$ cat config.mk
export PLATFORM = sky130hd
export DESIGN_NAME = bus_region_decoder
export DESIGN_NICKNAME = d
export VERILOG_FILES = /design/src/rtl/bus_region_decoder.sv
export SDC_FILE = /design/constraint.sdc
export NUM_CORES = 1
export LEC_CHECK = 0
export BUFFER_PORTS_ARGS = -buffer_cell sky130_fd_sc_hd__buf_2
export CAP_MARGIN = 15
export CELL_PAD_IN_SITES_DETAIL_PLACEMENT = 1
export CELL_PAD_IN_SITES_GLOBAL_PLACEMENT = 1
export CORE_UTILIZATION = 26
export DETAILED_ROUTE_END_ITERATION = 12
export HOLD_SLACK_MARGIN = 0.08
export PLACE_DENSITY_LB_ADDON = 0.1
export SYNTH_ARGS = -nofsm -noshare
export SYNTH_HDL_FRONTEND = slang
export SYNTH_SLANG_ARGS = --single-unit
export TNS_END_PERCENT = 20
$ cat constraint.sdc
create_clock -name clk -period 1.6 [get_ports clk]
set_clock_uncertainty 0.15 [all_clocks]
set_input_delay 0.16 -clock clk [delete_from_list [all_inputs] [get_ports clk]]
set_output_delay 0.16 -clock clk [all_outputs]
set_load 0.05 [all_outputs]
$ cat src/rtl/bus_region_decoder.sv
// Page-based address decoder that steers one CPU access at a time to one of NREG device
// regions, inserting per-region wait states and answering unmapped accesses itself.
module bus_region_decoder #(
   parameter int                      ADDR_W        = 20,
   parameter int                      DATA_W        = 8,
   parameter int                      NREG          = 4,
   parameter int                      PAGE_W        = 8,
   parameter logic [NREG*PAGE_W-1:0]  REG_BASE      = '0,
   parameter logic [NREG*PAGE_W-1:0]  REG_MASK      = '1,
   parameter logic [NREG*4-1:0]       REG_WAIT      = '0,
   parameter logic [DATA_W-1:0]       UNMAPPED_DATA = '1
) (
   input  logic                     clk,
   input  logic                     reset,
   input  logic [ADDR_W-1:0]        cpu_addr,
   input  logic                     cpu_req,
   input  logic                     cpu_we,
   input  logic [DATA_W-1:0]        cpu_wdata,
   output logic [DATA_W-1:0]        cpu_rdata,
   output logic                     cpu_ready,
   output logic                     cpu_err,
   output logic [NREG-1:0]          dev_cs,
   output logic                     dev_we,
   output logic [ADDR_W-1:0]        dev_addr,
   output logic [DATA_W-1:0]        dev_wdata,
   input  logic [NREG*DATA_W-1:0]   dev_rdata,
   input  logic [NREG-1:0]          dev_rdy
);

   localparam int IDX_W = (NREG > 1) ? $clog2(NREG) : 1;

   typedef enum logic [1:0] {
      IDLE   = 2'd0,
      ACCESS = 2'd1,
      MISS   = 2'd2
   } state_t;

   state_t             state;
   logic [IDX_W-1:0]   cur;
   logic [3:0]         cnt;

   logic [PAGE_W-1:0]  page;
   logic               hit_any;
   logic [IDX_W-1:0]   hit_idx;
   logic [NREG-1:0]    hit_onehot;
   logic               done_access;

   assign page = cpu_addr[ADDR_W-1 -: PAGE_W];

   // Scan from the top down so the lowest matching region is the one left standing.
   always_comb begin
      hit_any    = 1'b0;
      hit_idx    = '0;
      hit_onehot = '0;
      for (int i = NREG - 1; i >= 0; i--) begin
         if (((page ^ REG_BASE[i*PAGE_W +: PAGE_W]) & REG_MASK[i*PAGE_W +: PAGE_W]) == '0) begin
            hit_any = 1'b1;
            hit_idx = IDX_W'(i);
         end
      end
      hit_onehot[hit_idx] = hit_any;
   end

   always_ff @(posedge clk) begin
      if (reset) begin
         state     <= IDLE;
         cur       <= '0;
         cnt       <= '0;
         dev_cs    <= '0;
         dev_we    <= 1'b0;
         dev_addr  <= '0;
         dev_wdata <= '0;
      end else begin
         case (state)
            IDLE: begin
               if (cpu_req) begin
                  if (hit_any) begin
                     state     <= ACCESS;
                     cur       <= hit_idx;
                     cnt       <= REG_WAIT[hit_idx*4 +: 4];
                     dev_cs    <= hit_onehot;
                     dev_we    <= cpu_we;
                     dev_addr  <= cpu_addr;
                     dev_wdata <= cpu_wdata;
                  end else begin
                     state  <= MISS;
                     dev_cs <= '0;
                  end
               end
            end
            ACCESS: begin
               if (cnt != 4'd0) begin
                  cnt <= cnt - 4'd1;
               end else if (dev_rdy[cur]) begin
                  state  <= IDLE;
                  dev_cs <= '0;
                  dev_we <= 1'b0;
               end
            end
            MISS: begin
               state <= IDLE;
            end
            default: begin
               state <= IDLE;
            end
         endcase
      end
   end

   // Completion depends on the device's ready in the same cycle, so it stays combinational.
   assign done_access = (state == ACCESS) && (cnt == 4'd0) && dev_rdy[cur];

   always_comb begin
      cpu_ready = 1'b0;
      cpu_err   = 1'b0;
      cpu_rdata = '0;
      if (done_access) begin
         cpu_ready = 1'b1;
         cpu_rdata = dev_rdata[cur*DATA_W +: DATA_W];
      end else if (state == MISS) begin
         cpu_ready = 1'b1;
         cpu_err   = 1'b1;
         cpu_rdata = UNMAPPED_DATA;
      end
   end

endmodule
==> flow_summary.json, run 1 <==
{
  "rows": 26,
  "worstReg2RegEnd": "state[0]$_SDFFE_PP0P_",
  "cts_buffer_depth": 2,
  "path_clk_slew_ns": 0.07,
  "cts_tree": "done",
  "hold_depth": 2,
  "whs_endpoint": "dev_wdata[4]$_SDFFE_PP0P_",
  "start_util": 0.2738,
  "arrival_ns": 1.79,
  "powerDensity_nw_per_um2": 747.1,
  "core_area_um2": 5172,
  "place_ws_ns": -0.02716,
  "critPathKind": "flip-flop to flip-flop",
  "synthXorXnorAreaFrac": 0,
  "drtAntennaViolNets": 0,
  "p_leak_nw": 1.167,
  "cts_buffers": 5,
  "wirelength_um": 4490,
  "synth_top_area_share": 0.5088,
  "final_nets": 361,
  "setup_viol": 10,
  "ff2ff_path_depth": 11,
  "hold_class": "input port to flip-flop",
  "die_y_um": 75.81,
  "synth_warnings": 0,
  "diodes": 0,
  "insertion_delay_ns": 0.28,
  "r2r_setup_slack_ns": -0.16,
  "cts_sinks": 36,
  "seqPwrFrac": 0.485,
  "htree_levels": 2,
  "ys.flop_type": "dfxtp_1",
  "worst_setup_path_end_kind": "flip-flop",
  "cp-start-kind": "flip-flop",
  "holdWs_ns": 0.1001,
  "antenna_found_initial": 0,
  "power.share.clock": 0.374,
  "synthTopCellsByArea": "dfxtp_1 51%, nand2_1 11%, a21oi_1 11%, a21o_1 4.2%, and2_1 3.5%",
  "failed_checks": "negative setup slack",
  "yosysMostFrequentCell": "nand2_1",
  "r2r_start": "cnt[0]$_SDFFE_PP0P_",
  "p_total_w": 0.001855,
  "grt_pass1_vias": 1544,
  "synth_top_family_by_area": "simple AND/OR/NAND/NOR gates",
  "grt_pass1_wl_um": 6803,
  "pwr-share-comb": 0.141,
  "netlist_area_um2": 1416,
  "dr.first_iter.drc_count": 44,
  "hold_viol_final": 0,
  "worst_slack_ns": -0.1595,
  "p_int_w": 0.001408,
  "postSynthAreaPerCell_um2": 8.381,
  "synth_commonest_cells": "42 x nand2_1, 36 x dfxtp_1, 30 x a21oi_1",
  "max_cap_violations": 0,
  "synth_compound_area_frac": 0.1608,
  "vias": 1579,
  "fmax_ghz": 0.5683,
  "synth.distinct_cells": 24,
  "ys_ff_latch": 36,
  "synthArstFlopShare": 0,
  "critPathRequiredTime_ns": 1.63,
  "synth_edf_count": 0,
  "gp_congestion": 0.6815,
  "maxSlewViolCount": 0,
  "n_fill_cell": 637,
  "area_growth_pct": 75.35,
  "syn_inst": 169,
  "grt_use_total": 0.1594,
  "ys_seq_area_frac": 0.5088,
  "synth_mux_area_frac": 0,
  "ios": 111,
  "drive_above_1_share": 0.4364,
  "p_sw_w": 0.0004470,
  "avgRoutedWirePerCell_um": 12.44,
  "synth.largest_area_cell": "dfxtp_1",
  "switching_share": 0.2409,
  "crit_path_max_fanout": 2,
  "hpwl_um": 2918,
  "grt_max_degree": 25,
  "yosys.area_share.simple": 0.2509,
  "rsz0062_at_grt": "true",
  "numPortBuffers": 80,
  "fp.dieArea_um2": 5746,
  "routed_via_density": 4.374,
  "max-vdd-ir-drop_mv": 0.3263,
  "globalRouteOverflowTotal": 0,
  "post-route-min-period_ns": 1.760,
  "finalSetupTns_ns": -1.213,
  "dp_cells": 322,
  "status": "finished, violations left",
  "min_from": "reset",
  "fin_cells": 361,
  "cts_root_buf": "clkbuf_8",
  "yosys.area_share.adder": 0.01767,
  "die_w_um": 75.81,
  "firstDrtPassIters": 2,
  "drc": 0,
  "min_period_over_period": 1.100
}
[power by group through the flow]
| stage | Sequential (W) | Clock, W | Combinational (W) |
|---|---|---|---|
| 2_1_floorplan | 0.000922 | 0 | 0.000108 |
| 3_3_place_gp | 0.000920 | 0 | 0.000179 |
| 3_5_place_dp | 0.000920 | 0 | 0.000180 |
| 4_1_cts | 0.000899 | 0.000721 | 0.000256 |
| 5_1_grt | 0.000900 | 0.000770 | 0.000280 |
| 6_report | 0.000900 | 0.000694 | 0.000261 |
[layer usage]
layer,vias up,GRT usage,part of all wire,wire length [um]
met5,-,0,0,0
met4,0,0.04938,0.0080,36
met3,5,0.05291,0.064,288
met2,55,0.2960,0.51,2288
met1,722,0.1694,0.42,1877
li1,797,-,-,-
[cell families (layout without fill, tap and decap cells)]
logic type,after synthesis,in the layout
AOI/OAI and AO/OA,41,41
adders and majority gates,2,2
other,1,3
and+or+nand+nor,75,75
buffers and inverters,14,134
DFF,36,36
[metrics by stage]
| stage | instance area [um^2] | util |
|---|---|---|
| finish | 2484 | 0.4802 |
| detailed placement | 1959 | 0.3788 |
| CTS | 2455 | 0.4746 |
| global placement | 1959 | 0.3788 |
| floorplan | 1426 | - |
| global route | 2484 | 0.4802 |
[worst max path at each step]
stage | depth (start not counted) | start | slack [ns] | to
2_1_floorplan | 5 | cnt[0]$_SDFFE_PP0P_ | -0.09 | cpu_rdata[1]
3_3_place_gp | 7 | cnt[0]$_SDFFE_PP0P_ | -0.0007 | cpu_rdata[0]
3_5_place_dp | 7 | cnt[0]$_SDFFE_PP0P_ | -0.03 | cpu_rdata[0]
4_1_cts | 6 | cnt[0]$_SDFFE_PP0P_ | -0.16 | cpu_rdata[7]
5_1_grt | 6 | cnt[0]$_SDFFE_PP0P_ | -0.22 | cpu_rdata[7]
6_report | 11 | cnt[0]$_SDFFE_PP0P_ | -0.16 | state[0]$_SDFFE_PP0P_
[placed cells by master, fill, tap and decap left out, types with 3 or more instances in the layout]
cell / instances
buf_6: 9
a21o_1: 7
nand3_1: 4
dfxtp_1: 33
buf_2: 70
clkbuf_8: 7
nor3_1: 3
and2_1: 8
conb_1: 3
dfxtp_2: 3
nand2_1: 42
a21oi_1: 29
buf_4: 20
dlygate4sd3_1: 23
nor2_1: 3
[registers in the layout, summed over array words and instances (netlist names)]
register and count:
dev_wdata 8, dev_addr 20, state 2, cnt 4, dev_cs 1, dev_we 1
[critical path: stages (launching register included)]
cell and delay [ns]:
dfxtp_2 0.33, inv_2 0.08, ha_4 0.15, nand3_4 0.09, buf_6 0.12, buf_4 0.12, buf_4 0.12, buf_4 0.12
buf_4 0.12, buf_4 0.12, a21oi_2 0.10, nor2_1 0.04
[timing repair]
action,in CTS,in global routing
pin swaps,8,7
setup endpoints to repair,9,45
buffers inserted,9,1
hold endpoints to repair,22,0
hold buffers,23,0
gates resized for setup,33,9
[final cells by class]
class                      count  area [um^2]  area share
inverter                       2        7.507    0.003023
timing repair buffer         125        887.1      0.3572
clock buffer                   7        96.34     0.03879
sequential                    36        724.4      0.2917
multi-input combinational    121        680.7      0.2741
tap                           70        87.58     0.03526
Note: power is estimated with default switching activity, not from simulation.
==> run 2: changes to the inputs <==
- CORE_ASPECT_RATIO: default -> 1.1
- TNS_END_PERCENT: 20 -> 10
==> flow_summary.json, run 2 (synthesized netlist as in run 1, its figures left out) <==
{
  "wirelength_um": 4301,
  "critPathKind": "flip-flop to primary output",
  "grt_pass1_wl_um": 7120,
  "diodes": 0,
  "drt-met1-wl_um": 1845,
  "hpwl_um": 2737,
  "cts_tree": "done",
  "holdWs_ns": 0.1117,
  "highest_layer": "met4",
  "crit_path_max_fanout": 8,
  "layout_common_cells": "70 x buf_2, 42 x nand2_1, 33 x dfxtp_1",
  "status": "finished, violations left",
  "cts_buffers": 5,
  "fin_cells": 357,
  "arrival_ns": 1.42,
  "largest-register": "dev_addr",
  "p_total_w": 0.001777,
  "final_common_cell": "buf_2",
  "critPathBufInv": 2,
  "grt_use_total": 0.1598,
  "seqPwrFrac": 0.506,
  "p_int_w": 0.001328,
  "max_cap_violations": 0,
  "maxSlewViolCount": 0,
  "globalRouteOverflowTotal": 0,
  "worst_slack_ns": -0.1256,
  "htree_levels": 2,
  "failed_checks": "negative setup slack",
  "dr.first_iter.drc_count": 37,
  "crit_chain": "inv_2 > ha_4 > nand3_4 > nor2_4 > a21o_1 > buf_6",
  "largest_reg_flops": 20,
  "power.share.clock": 0.353,
  "firstDrtPassIters": 4,
  "fmax_ghz": 0.5795,
  "switching_share": 0.2529,
  "avgRoutedWirePerCell_um": 12.05,
  "n_fill_cell": 634,
  "powerDensity_nw_per_um2": 745.7,
  "insertion_delay_ns": 0.28,
  "setup_viol": 9,
  "max-vdd-ir-drop_mv": 0.4902,
  "rsz0062_at_grt": "true",
  "cts_buffer_depth": 2,
  "drc": 0,
  "grt_pass1_vias": 1588,
  "rows": 27,
  "placedInstanceArea_um2": 1922,
  "ios": 111,
  "postLayoutCellArea_um2": 2384,
  "die_w_um": 72.37,
  "drtAntennaViolNets": 0,
  "wl_met2_um": 2108,
  "worst_setup_path_end_kind": "primary output",
  "hold_viol_final": 0,
  "numPortBuffers": 80,
  "area_growth_pct": 68.29,
  "start_util": 0.2758,
  "wl_met3_um": 267,
  "min_period_over_period": 1.079,
  "dp_cells": 322,
  "hold_class": "input port to flip-flop",
  "pwr-share-comb": 0.140,
  "routed_via_density": 4.319,
  "p_sw_w": 0.0004495,
  "drive_above_1_share": 0.4070,
  "critPathMaxStageDelay_ns": 0.33,
  "p_leak_nw": 1.114,
  "fp.dieArea_um2": 5747,
  "path_delay_family": "flip-flops",
  "post-route-min-period_ns": 1.726,
  "antenna_found_initial": 0,
  "core_area_um2": 5135,
  "vias": 1542,
  "path_clk_slew_ns": 0.07,
  "top_regs": "dev_addr (20), dev_wdata (8), cnt (4)",
  "cp-start-kind": "flip-flop",
  "cts_sinks": 36,
  "cts_root_buf": "clkbuf_8",
  "die_y_um": 79.41,
  "gp_congestion": 0.7131,
  "final_nets": 354,
  "critPathRequiredTime_ns": 1.29,
  "slowest_stage": "dfxtp_2",
  "grt_max_degree": 29
}
==> run 2: cell count changes in the layout (fill, tap and decap cells not counted), moves of 2 or more <==
cell,previous run,this run
buf_4,20,15
buf_12,2,0
clkbuf_1,0,2
clkbuf_8,7,5
==> run 2: tightest hold or removal path, stage by stage <==
cell    delay (ns)
buf_2         0.09
nor2_1        0.09
and2_1        0.16
==> run 2: metal layers <==
layer / GRT usage / up-vias
met2: 0.2869 / 60
met1: 0.1800 / 694
met5: 0 / -
met3: 0.03662 / 7
met4: 0.06471 / 0
li1: - / 781
==> run 2: power by group through the flow <==
stage | registers (W) | clock network, W | logic (W)
after global routing | 0.000900 | 0.000698 | 0.000267
after detailed placement | 0.000920 | 0 | 0.000177
after global placement | 0.000920 | 0 | 0.000177
after floorplan | 0.000922 | 0 | 0.000108
after CTS | 0.000899 | 0.000661 | 0.000243
final | 0.000900 | 0.000628 | 0.000250
==> run 2: stage by stage <==
stage	TNS [ns]	setup WS, ns	util
floorplan	-0.6459	-0.08958	-
global placement	-0.1556	-0.02855	0.3743
detailed placement	-0.005101	-0.005101	0.3743
CTS	-1.309	-0.1522	0.4578
global route	-1.879	-0.2117	0.4642
finish	-0.9810	-0.1256	0.4642
==> run 2: cell type report <==
type,instances,area (um^2),area share
clock buffers,7,76.32,0.03202
clock inverters,1,8.758,0.003675
inverters,2,7.507,0.003150
multi-input cells,121,666.9,0.2798
flip-flops and latches,36,724.4,0.3039
well taps,72,90.09,0.03780
repair buffers,118,809.5,0.3396
==> run 2: path summary, 6_finish.rpt <==
path                            cells past startpoint                      start  slack (ns)                   endpoint
worst max-delay path                                6        cnt[0]$_SDFFE_PP0P_       -0.13               cpu_rdata[2]
worst max register to register                      5      state[0]$_SDFFE_PP0P_        0.02        cnt[0]$_SDFFE_PP0P_
worst min-delay path                                3                      reset        0.11  dev_addr[12]$_SDFFE_PP0P_
worst min register to register                      1  dev_addr[18]$_SDFFE_PP0P_        0.30  dev_addr[18]$_SDFFE_PP0P_
==> run 2: timing repair <==
action                     in CTS  in global routing
pin swaps                       7                  4
setup endpoints to repair       9                 23
hold buffers                   23                  0
hold endpoints to repair       23                  0
resized for setup              30                  8
buffers inserted                3                  2
==> run 3: changes to the inputs <==
- TNS_END_PERCENT: 10 -> 30
==> flow_summary.json, run 3 (synthesized netlist as in run 1, its figures left out) <==
{
  "top_regs": "dev_addr (20), dev_wdata (8), cnt (4)",
  "whs_endpoint": "dev_addr[12]$_SDFFE_PP0P_",
  "max_cap_violations": 0,
  "worst_slack_ns": -0.1256,
  "holdWs_ns": 0.1117,
  "hpwl_um": 2737,
  "hold_viol_final": 0,
  "rsz0062_at_grt": "true",
  "fmax_ghz": 0.5795,
  "gp_congestion": 0.7131,
  "dr.first_iter.drc_count": 36,
  "grt_pass1_wl_um": 7120,
  "max-vdd-ir-drop_mv": 0.4902,
  "area_growth_pct": 68.29,
  "fp.dieArea_um2": 5747,
  "final_nets": 354,
  "failed_checks": "negative setup slack",
  "grt_max_degree": 29,
  "p_leak_nw": 1.114,
  "avgRoutedWirePerCell_um": 12.05,
  "ff2ff_path_depth": 5,
  "final_util": 0.4642,
  "hold_depth": 3,
  "globalRouteOverflowTotal": 0,
  "setup_viol": 9,
  "rows": 27,
  "post-route-min-period_ns": 1.726,
  "cts_tree": "done",
  "status": "finished, violations left",
  "crit_chain": "inv_2 > ha_4 > nand3_4 > nor2_4 > a21o_1 > buf_6",
  "p_int_w": 0.001328,
  "r2r_start": "state[0]$_SDFFE_PP0P_",
  "maxSlewViolCount": 0,
  "drive_above_1_share": 0.4070,
  "critPathMaxStageDelay_ns": 0.33,
  "cts_sinks": 36,
  "cts_buffers": 5,
  "seqPwrFrac": 0.506,
  "layout_common_cells": "70 x buf_2, 42 x nand2_1, 33 x dfxtp_1",
  "path_delay_family": "flip-flops",
  "firstDrtPassIters": 4,
  "cp-start-kind": "flip-flop",
  "arrival_ns": 1.42,
  "powerDensity_nw_per_um2": 745.7,
  "grt_pass1_vias": 1588,
  "grt_use_total": 0.1598,
  "p_sw_w": 0.0004495,
  "pwr-share-comb": 0.140,
  "insertion_delay_ns": 0.28,
  "wirelength_um": 4301,
  "drtAntennaViolNets": 0,
  "cts_root_buf": "clkbuf_8",
  "largest_reg_flops": 20,
  "place_ws_ns": -0.005101,
  "critPathKind": "flip-flop to primary output",
  "worstReg2RegEnd": "cnt[0]$_SDFFE_PP0P_",
  "power.share.clock": 0.353,
  "drc": 0,
  "finalSetupTns_ns": -0.9810,
  "numPortBuffers": 80,
  "htree_levels": 2,
  "ios": 111,
  "critPathRequiredTime_ns": 1.29,
  "diodes": 0,
  "core_area_um2": 5135,
  "slowest_stage": "dfxtp_2",
  "min_period_over_period": 1.079,
  "start_util": 0.2758,
  "routed_via_density": 4.319,
  "min_from": "reset",
  "switching_share": 0.2529,
  "antenna_found_initial": 0,
  "die_w_um": 72.37,
  "path_clk_slew_ns": 0.07,
  "hold_class": "input port to flip-flop",
  "final_common_cell": "buf_2",
  "largest-register": "dev_addr",
  "critPathBufInv": 2,
  "cp.depth": 6,
  "cts_buffer_depth": 2,
  "die_y_um": 79.41,
  "r2r_setup_slack_ns": 0.02,
  "worst_setup_path_end_kind": "primary output",
  "crit_path_max_fanout": 8,
  "vias": 1542
}
[run 3: layout make-up]
| type | instances | area, um^2 |
|---|---|---|
| fill | 634 | 2751 |
| clock buffer | 7 | 76.32 |
| clock inverter | 1 | 8.758 |
| sequential | 36 | 724.4 |
| multi-input combinational | 121 | 666.9 |
| timing repair buffer | 118 | 809.5 |
| inverter | 2 | 7.507 |
| tap | 72 | 90.09 |
[run 3: worst max path at each step]
stage	startpoint	endpoint	slack, ns
final	cnt[0]$_SDFFE_PP0P_	cpu_rdata[2]	-0.13
after global routing	cnt[0]$_SDFFE_PP0P_	cpu_rdata[2]	-0.21
after CTS	cnt[1]$_SDFFE_PP0P_	cpu_rdata[5]	-0.15
after detailed placement	cnt[0]$_SDFFE_PP0P_	cpu_rdata[0]	-0.005
after global placement	cnt[1]$_SDFFE_PP0P_	cpu_rdata[5]	-0.03
after floorplan	cnt[0]$_SDFFE_PP0P_	cpu_rdata[1]	-0.09
[run 3: tightest hold or removal path, cell delays in order]
cell	delay, ns
buf_2	0.09
nor2_1	0.09
and2_1	0.16
[run 3: power by group through the flow]
stage / Sequential [W] / Combinational, W / Clock [W]
3_5_place_dp: 0.000920 / 0.000177 / 0
6_report: 0.000900 / 0.000250 / 0.000628
4_1_cts: 0.000899 / 0.000243 / 0.000661
5_1_grt: 0.000900 / 0.000267 / 0.000698
3_3_place_gp: 0.000920 / 0.000177 / 0
2_1_floorplan: 0.000922 / 0.000108 / 0
[run 3: through the flow]
stage               cells  instance area (um^2)  total power (W)
floorplan             171                  1426         0.001030
finish                357                  2384         0.001777
global placement      322                  1922         0.001097
global route          357                  2384         0.001864
detailed placement    322                  1922         0.001097
CTS                   355                  2351         0.001803
[run 3: routing by layer]
layer,track usage,share of wire,up-vias
li1,-,-,781
met1,0.1800,0.43,694
met2,0.2869,0.49,60
met3,0.03662,0.062,7
met4,0.06471,0.018,0
met5,0,0,-
[run 3: timing repair]
action	4_1_cts	5_1_grt
gates cloned	0	0
pin swaps	7	4
endpoints found under the setup margin	9	23
buffers inserted	3	2
endpoints found under the hold margin	23	0
hold buffers	23	0
gates resized for setup	30	8
